**src/rtl/uart_tx_cfg.sv**
```systemverilog
`default_nettype none
// ============================================================================
// Module      : uart_tx_cfg
// Description : Buffered UART transmitter with compile-time data width,
//               parity and stop-bit count; queued frames leave back-to-back.
// Revision    : 1.0 - initial release
// ============================================================================
module uart_tx_cfg #(
  parameter int CLOCKS_PER_BAUD = 4,
  parameter int DATA_BITS       = 8,
  parameter int PARITY          = 0,
  parameter int STOP_BITS       = 1,
  parameter int FIFO_DEPTH      = 4
) (
  input  logic                 clk_i,
  input  logic                 rst_i,
  input  logic                 write_i,
  input  logic [DATA_BITS-1:0] data_i,
  output logic                 full_o,
  output logic                 busy_o,
  output logic                 tx_o
);

  localparam int c_PTR_W    = $clog2(FIFO_DEPTH);
  localparam int c_CNT_W    = c_PTR_W + 1;
  localparam int c_STOP_LEN = STOP_BITS * CLOCKS_PER_BAUD;
  localparam int c_BAUD_W   = $clog2(c_STOP_LEN);
  localparam int c_BIT_W    = $clog2(DATA_BITS);

  localparam logic [c_PTR_W-1:0]  c_PTR_ONE   = c_PTR_W'(1);
  localparam logic [c_CNT_W-1:0]  c_CNT_ONE   = c_CNT_W'(1);
  localparam logic [c_CNT_W-1:0]  c_CNT_FULL  = c_CNT_W'(FIFO_DEPTH);
  localparam logic [c_BAUD_W-1:0] c_BAUD_ONE  = c_BAUD_W'(1);
  localparam logic [c_BAUD_W-1:0] c_BAUD_BIT  = c_BAUD_W'(CLOCKS_PER_BAUD - 1);
  localparam logic [c_BAUD_W-1:0] c_BAUD_STOP = c_BAUD_W'(c_STOP_LEN - 1);
  localparam logic [c_BIT_W-1:0]  c_BIT_ONE   = c_BIT_W'(1);
  localparam logic [c_BIT_W-1:0]  c_BIT_LAST  = c_BIT_W'(DATA_BITS - 1);

  localparam logic [2:0] c_ST_IDLE   = 3'd0;
  localparam logic [2:0] c_ST_START  = 3'd1;
  localparam logic [2:0] c_ST_DATA   = 3'd2;
  localparam logic [2:0] c_ST_PARITY = 3'd3;
  localparam logic [2:0] c_ST_STOP   = 3'd4;

  if (CLOCKS_PER_BAUD < 2) begin : g_bad_baud
    $error("uart_tx_cfg: CLOCKS_PER_BAUD must be at least 2");
  end
  if (DATA_BITS < 5 || DATA_BITS > 9) begin : g_bad_data_bits
    $error("uart_tx_cfg: DATA_BITS must be in 5..9");
  end
  if (PARITY < 0 || PARITY > 2) begin : g_bad_parity
    $error("uart_tx_cfg: PARITY must be 0, 1 or 2");
  end
  if (STOP_BITS != 1 && STOP_BITS != 2) begin : g_bad_stop_bits
    $error("uart_tx_cfg: STOP_BITS must be 1 or 2");
  end
  if (FIFO_DEPTH < 2 || (FIFO_DEPTH & (FIFO_DEPTH - 1)) != 0) begin : g_bad_depth
    $error("uart_tx_cfg: FIFO_DEPTH must be a power of 2, at least 2");
  end

  logic [DATA_BITS-1:0] r_mem [FIFO_DEPTH];
  logic [c_PTR_W-1:0]   r_wr_ptr;
  logic [c_PTR_W-1:0]   r_rd_ptr;
  logic [c_CNT_W-1:0]   r_count;
  logic [2:0]           r_state;
  logic [c_BAUD_W-1:0]  r_baud_cnt;
  logic [c_BIT_W-1:0]   r_bit_cnt;
  logic [DATA_BITS-1:0] r_shift;
  logic                 r_par;
  logic                 r_tx;

  logic                 w_full;
  logic                 w_empty;
  logic                 w_push;
  logic                 w_pop;
  logic                 w_tick;
  logic                 w_par;
  logic [DATA_BITS-1:0] w_rd_data;

  assign w_full    = (r_count == c_CNT_FULL);
  assign w_empty   = (r_count == '0);
  assign w_push    = write_i && !w_full;
  assign w_tick    = (r_baud_cnt == '0);
  // The FSM takes the next word either from IDLE or straight out of the last stop cycle.
  assign w_pop     = !w_empty && ((r_state == c_ST_IDLE) || ((r_state == c_ST_STOP) && w_tick));
  assign w_rd_data = r_mem[r_rd_ptr];
  assign w_par     = (PARITY == 2) ? ^w_rd_data : ~(^w_rd_data);

  assign full_o = w_full;
  assign busy_o = (r_state != c_ST_IDLE) || !w_empty;
  assign tx_o   = r_tx;

  always_ff @(posedge clk_i) begin
    if (w_push) begin
      r_mem[r_wr_ptr] <= data_i;
    end
  end

  always_ff @(posedge clk_i or posedge rst_i) begin
    if (rst_i) begin
      r_wr_ptr <= '0;
      r_rd_ptr <= '0;
      r_count  <= '0;
    end else begin
      if (w_push) begin
        r_wr_ptr <= r_wr_ptr + c_PTR_ONE;
      end
      if (w_pop) begin
        r_rd_ptr <= r_rd_ptr + c_PTR_ONE;
      end
      if (w_push && !w_pop) begin
        r_count <= r_count + c_CNT_ONE;
      end else if (w_pop && !w_push) begin
        r_count <= r_count - c_CNT_ONE;
      end
    end
  end

  // r_tx is loaded with the level of the state being entered, so the line is registered.
  always_ff @(posedge clk_i or posedge rst_i) begin
    if (rst_i) begin
      r_state    <= c_ST_IDLE;
      r_tx       <= 1'b1;
      r_baud_cnt <= '0;
      r_bit_cnt  <= '0;
      r_shift    <= '0;
      r_par      <= 1'b0;
    end else if ((r_state != c_ST_IDLE) && !w_tick) begin
      r_baud_cnt <= r_baud_cnt - c_BAUD_ONE;
    end else begin
      case (r_state)
        c_ST_IDLE, c_ST_STOP: begin
          if (w_pop) begin
            r_state    <= c_ST_START;
            r_tx       <= 1'b0;
            r_baud_cnt <= c_BAUD_BIT;
            r_shift    <= w_rd_data;
            r_par      <= w_par;
          end else begin
            r_state <= c_ST_IDLE;
            r_tx    <= 1'b1;
          end
        end
        c_ST_START: begin
          r_state    <= c_ST_DATA;
          r_tx       <= r_shift[0];
          r_bit_cnt  <= c_BIT_LAST;
          r_baud_cnt <= c_BAUD_BIT;
        end
        c_ST_DATA: begin
          if (r_bit_cnt != '0) begin
            r_shift    <= r_shift >> 1;
            r_tx       <= r_shift[1];
            r_bit_cnt  <= r_bit_cnt - c_BIT_ONE;
            r_baud_cnt <= c_BAUD_BIT;
          end else if (PARITY != 0) begin
            r_state    <= c_ST_PARITY;
            r_tx       <= r_par;
            r_baud_cnt <= c_BAUD_BIT;
          end else begin
            r_state    <= c_ST_STOP;
            r_tx       <= 1'b1;
            r_baud_cnt <= c_BAUD_STOP;
          end
        end
        c_ST_PARITY: begin
          r_state    <= c_ST_STOP;
          r_tx       <= 1'b1;
          r_baud_cnt <= c_BAUD_STOP;
        end
        default: begin
          r_state <= c_ST_IDLE;
          r_tx    <= 1'b1;
        end
      endcase
    end
  end

endmodule
`default_nettype wire
```
**config.mk**
```make
export PLATFORM = sky130hd
export DESIGN_NAME = uart_tx_cfg
export DESIGN_NICKNAME = d
export VERILOG_FILES = /design/src/rtl/uart_tx_cfg.sv
export SDC_FILE = /design/constraint.sdc
export NUM_CORES = 1
export LEC_CHECK = 0
export ABC_AREA = 1
export CORE_MARGIN = 2
export CORE_UTILIZATION = 55
export DETAILED_ROUTE_END_ITERATION = 10
export PLACE_DENSITY = 0.79
export REMOVE_ABC_BUFFERS = 1
export SYNTH_ARGS = -nofsm -noshare
export SYNTH_HDL_FRONTEND = slang
export SYNTH_SLANG_ARGS = --single-unit
```
**constraint.sdc**
```tcl
create_clock -name clk_i -period 3.4 [get_ports clk_i]
set_clock_uncertainty 0.15 [all_clocks]
set_input_delay 0.34 -clock clk_i [delete_from_list [all_inputs] [get_ports clk_i]]
set_output_delay 0.34 -clock clk_i [all_outputs]
set_load 0.05 [all_outputs]
```
==> impl_results.rst <==
.. list-table::
   :header-rows: 1

   * - Metric
     - Value
   * - Period utilization
     - 0.719
   * - Die outline height
     - 73.8 um
   * - Start point of the critical path
     - r_count[0]
   * - Count of cells resized by post-cts repair
     - 0
   * - Clock latency at the later pin of the worst-skew pair
     - 320 ps
   * - Worst reg2reg setup slack
     - 1100 ps
   * - IR drop worst, VDD
     - 0.425 mV
   * - Post-Place Cells
     - 349
   * - CP Data Arrival Time
     - 1950 ps
   * - Critical path class
     - reg -> out
   * - Total GRT Usage
     - 0.197
   * - Core Area
     - 4720 um2
   * - 1st-pass router iterations
     - 4
   * - Filler Cell Count
     - 371
   * - Netlist cell types
     - 29
   * - # IOs
     - 14
   * - Worst hold-check path type
     - in -> async
   * - Fraction of the yosys area taken by sequential cells
     - 0.583
   * - Crit path launch type
     - register
   * - Reg2reg end
     - r_count[1]
   * - Remaining global-route overflow
     - 0
   * - Hold-fix buffers at CTS
     - 0
   * - Drt first-iter violations
     - 108
   * - Share of the synthesized area in the top cell type
     - 0.358
   * - RSZ-0062 raised after global routing
     - false
   * - Post-route minimum period
     - 2440 ps
   * - Vias in the first global route
     - 1739
   * - Routed via count
     - 1809
   * - Cell count of the worst reg-to-reg path
     - 8
   * - Total length of routed wires
     - 4660 um
   * - Number of H-tree levels
     - 2
   * - Number of sinks handled by clock tree synthesis
     - 56
   * - Reg-to-reg critical path startpoint
     - r_count[0]
   * - Antenna-violating nets left
     - 0
   * - Number of slew-limit violations in the final report
     - 0
   * - Max_cap viols
     - 0
   * - Remaining max-slew budget at the tightest pin
     - 0.413
   * - Total negative slack
     - 0 ps
   * - Std cell rows
     - 25
   * - Area of the mapped netlist
     - 2680 um2
   * - Worst Path Max Fanout
     - 3
   * - Status
     - finished clean
   * - First-pass GRT wire length
     - 7960 um
   * - Clock root cell
     - sky130_fd_sc_hd__clkbuf_8
   * - GPL Wtd Cong
     - 0.777
   * - Die area
     - 5450 um2
   * - Worst-path clk slew
     - 110 ps
   * - Number of hold violations in the final report
     - 0
   * - Max Freq
     - 0.409 GHz
   * - Synthesis Warnings
     - 0
   * - Cells taking the most area after synthesis
     - sky130_fd_sc_hd__edfxtp_1 36%, sky130_fd_sc_hd__dfrtp_1 21%, sky130_fd_sc_hd__nand2_1 13%, sky130_fd_sc_hd__nand3_1 4.3%, sky130_fd_sc_hd__ha_1 3.7%
   * - Bufs on Longest Clock Path
     - 2
   * - Area grow syn2layout
     - 10.2%
   * - Final setup violation count
     - 0
   * - Antenna Cells
     - 0
   * - Clock tree from TritonCTS
     - yes
   * - Inserted Clock Buffers
     - 5
   * - Destination of the critical timing path
     - full_o
   * - Final cell count without fillers
     - 357
   * - Number of remaining DRC errors
     - 0
   * - Antenna violations before repair
     - 0
   * - Mean number of vias per cell
     - 5.07
   * - Cell type with the largest total area after synthesis
     - sky130_fd_sc_hd__edfxtp_1
   * - Required time worst endpoint
     - 2910 ps
   * - Post-CTS setup buffer count
     - 0
   * - Leakage power summed over all cells
     - 1.31 nW
   * - Avg WL per Cell
     - 13.1 um
   * - Mapped Avg Cell Area
     - 9.79 um2
   * - Largest net degree at the start of global routing
     - 25
   * - Initial core utilization
     - 0.568
   * - Number of flip-flops and latches in the synthesized netlist
     - 56
   * - # nets final
     - 309
   * - I/O Buffers
     - 13
   * - Proportion of layout cells with a drive suffix above 1
     - 0.110
   * - Element type at the critical path end
     - output pin
   * - Power density over cell area
     - 917 nW/um2
   * - Die X
     - 73.8 um
   * - Actual slew at the worst max-slew pin
     - 880 ps
   * - Detailed placer's ending HPWL
     - 3290 um
   * - Synth Instances
     - 274
-- cells by family after synthesis --
group | after synthesis | share of synthesized area
AO/OA/AOI/OAI | 14 | 0.0331
XOR/XNOR | 6 | 0.0196
adder cells (fa/ha/maj) | 9 | 0.0448
buffers and inverters | 37 | 0.0588
flip-flops | 56 | 0.583
multiplexers | 1 | 0.00420
AND/OR/NAND/NOR | 151 | 0.257
-- critical path, cell delays in order, from the launching register on --
cell	delay, ps
sky130_fd_sc_hd__dfrtp_1	440
sky130_fd_sc_hd__nor2_1	190
sky130_fd_sc_hd__inv_1	90
sky130_fd_sc_hd__nor2_1	110
sky130_fd_sc_hd__clkdlybuf4s50_1	810
-- routing by layer --
metal,track usage,routed length [um],up-vias
li1,-,-,913
met1,0.263,2140,856
met2,0.325,2270,30
met3,0.0329,157,10
met4,0.0667,93,0
met5,0,0,-
-- Yosys cell counts --
cell type and instances:
sky130_fd_sc_hd__inv_1 26, sky130_fd_sc_hd__nand3_2 3, sky130_fd_sc_hd__nand3_4 1, sky130_fd_sc_hd__nand3_1 23, sky130_fd_sc_hd__nand2_2 2, sky130_fd_sc_hd__edfxtp_1 32, sky130_fd_sc_hd__inv_2 6, sky130_fd_sc_hd__a21oi_1 2
sky130_fd_sc_hd__o21ai_1 5, sky130_fd_sc_hd__o21ai_0 4, sky130_fd_sc_hd__dfstp_2 1, sky130_fd_sc_hd__nand2_4 3, sky130_fd_sc_hd__xor2_1 4, sky130_fd_sc_hd__nor2_1 16, sky130_fd_sc_hd__buf_2 3, sky130_fd_sc_hd__mux2_2 1
sky130_fd_sc_hd__fa_1 1, sky130_fd_sc_hd__buf_4 1, sky130_fd_sc_hd__dfrtp_1 23, sky130_fd_sc_hd__buf_8 1, sky130_fd_sc_hd__nor2_2 1, sky130_fd_sc_hd__xnor2_1 2, sky130_fd_sc_hd__nand4_1 3, sky130_fd_sc_hd__a21oi_4 1
sky130_fd_sc_hd__ha_1 8, sky130_fd_sc_hd__o21ai_2 1, sky130_fd_sc_hd__nor2_4 3, sky130_fd_sc_hd__a21oi_2 1, sky130_fd_sc_hd__nand2_1 96
-- worst min path at each step --
stage	end	cells after the start
after floorplan	r_baud_cnt[0]	1
after global placement	r_shift[7]	2
after detailed placement	r_shift[7]	2
after CTS	r_shift[7]	2
after global routing	r_shift[7]	2
final	r_baud_cnt[1]	2
-- power by group --
part,leakage [nW],internal [mW],switching [mW]
logic,0.685,0.415,0.774
clock network,0.0511,0.156,0.234
registers,0.578,0.959,0.173
-- flip-flops by register name (all words and copies together) (netlist names) --
| register | cells |
|---|---|
| r_bit_cnt | 3 |
| r_state | 3 |
| r_shift | 8 |
| r_baud_cnt | 2 |
| r_rd_ptr | 2 |
| r_mem | 32 |
| tx_o | 1 |
| r_count | 3 |
| r_wr_ptr | 2 |
-- per-stage QoR --
stage / hold slack (ps) / util / power (mW) / setup WS, ps / area [um2]
2_1_floorplan: 204 / - / 2.04 / 1240 / 2640
3_3_place_gp: 309 / 0.605 / 2.29 / 1160 / 2860
3_5_place_dp: 317 / 0.605 / 2.34 / 1100 / 2860
4_1_cts: 344 / 0.626 / 2.73 / 938 / 2960
5_1_grt: 362 / 0.626 / 2.96 / 866 / 2960
6_report: 348 / 0.626 / 2.71 / 957 / 2960
-- final cells by class --
class	instances	area (um2)	share of cell area
Tap cell	67	83.8	0.0284
Clock inverter	3	28.8	0.00974
Clock buffer	5	68.8	0.0233
Sequential cell	56	1560	0.529
Multi-Input combinational cell	181	961	0.325
Inverter	32	120	0.0406
Timing Repair Buffer	13	130	0.0440
-- layout by cell type, fill, tap and decap left out --
cell / n
sky130_fd_sc_hd__inv_2: 6
sky130_fd_sc_hd__nand2_1: 96
sky130_fd_sc_hd__o21ai_2: 1
sky130_fd_sc_hd__nand3_2: 3
sky130_fd_sc_hd__dfstp_2: 1
sky130_fd_sc_hd__mux2_2: 1
sky130_fd_sc_hd__inv_8: 1
sky130_fd_sc_hd__nand3_4: 1
sky130_fd_sc_hd__nand2_4: 3
sky130_fd_sc_hd__nand2_2: 2
sky130_fd_sc_hd__nand4_1: 3
sky130_fd_sc_hd__edfxtp_1: 32
sky130_fd_sc_hd__o21ai_1: 5
sky130_fd_sc_hd__a21oi_1: 2
sky130_fd_sc_hd__xnor2_1: 2
sky130_fd_sc_hd__nor2_2: 1
sky130_fd_sc_hd__nand3_1: 23
sky130_fd_sc_hd__nor2_1: 16
sky130_fd_sc_hd__ha_1: 8
sky130_fd_sc_hd__o21ai_0: 4
sky130_fd_sc_hd__clkbuf_8: 5
sky130_fd_sc_hd__a21oi_4: 1
sky130_fd_sc_hd__nor2_4: 3
sky130_fd_sc_hd__dfrtp_1: 23
sky130_fd_sc_hd__inv_6: 2
sky130_fd_sc_hd__fa_1: 1
sky130_fd_sc_hd__inv_1: 26
sky130_fd_sc_hd__clkdlybuf4s50_1: 13
sky130_fd_sc_hd__xor2_1: 4
sky130_fd_sc_hd__a21oi_2: 1
Note: power is estimated with default switching activity, not from simulation.
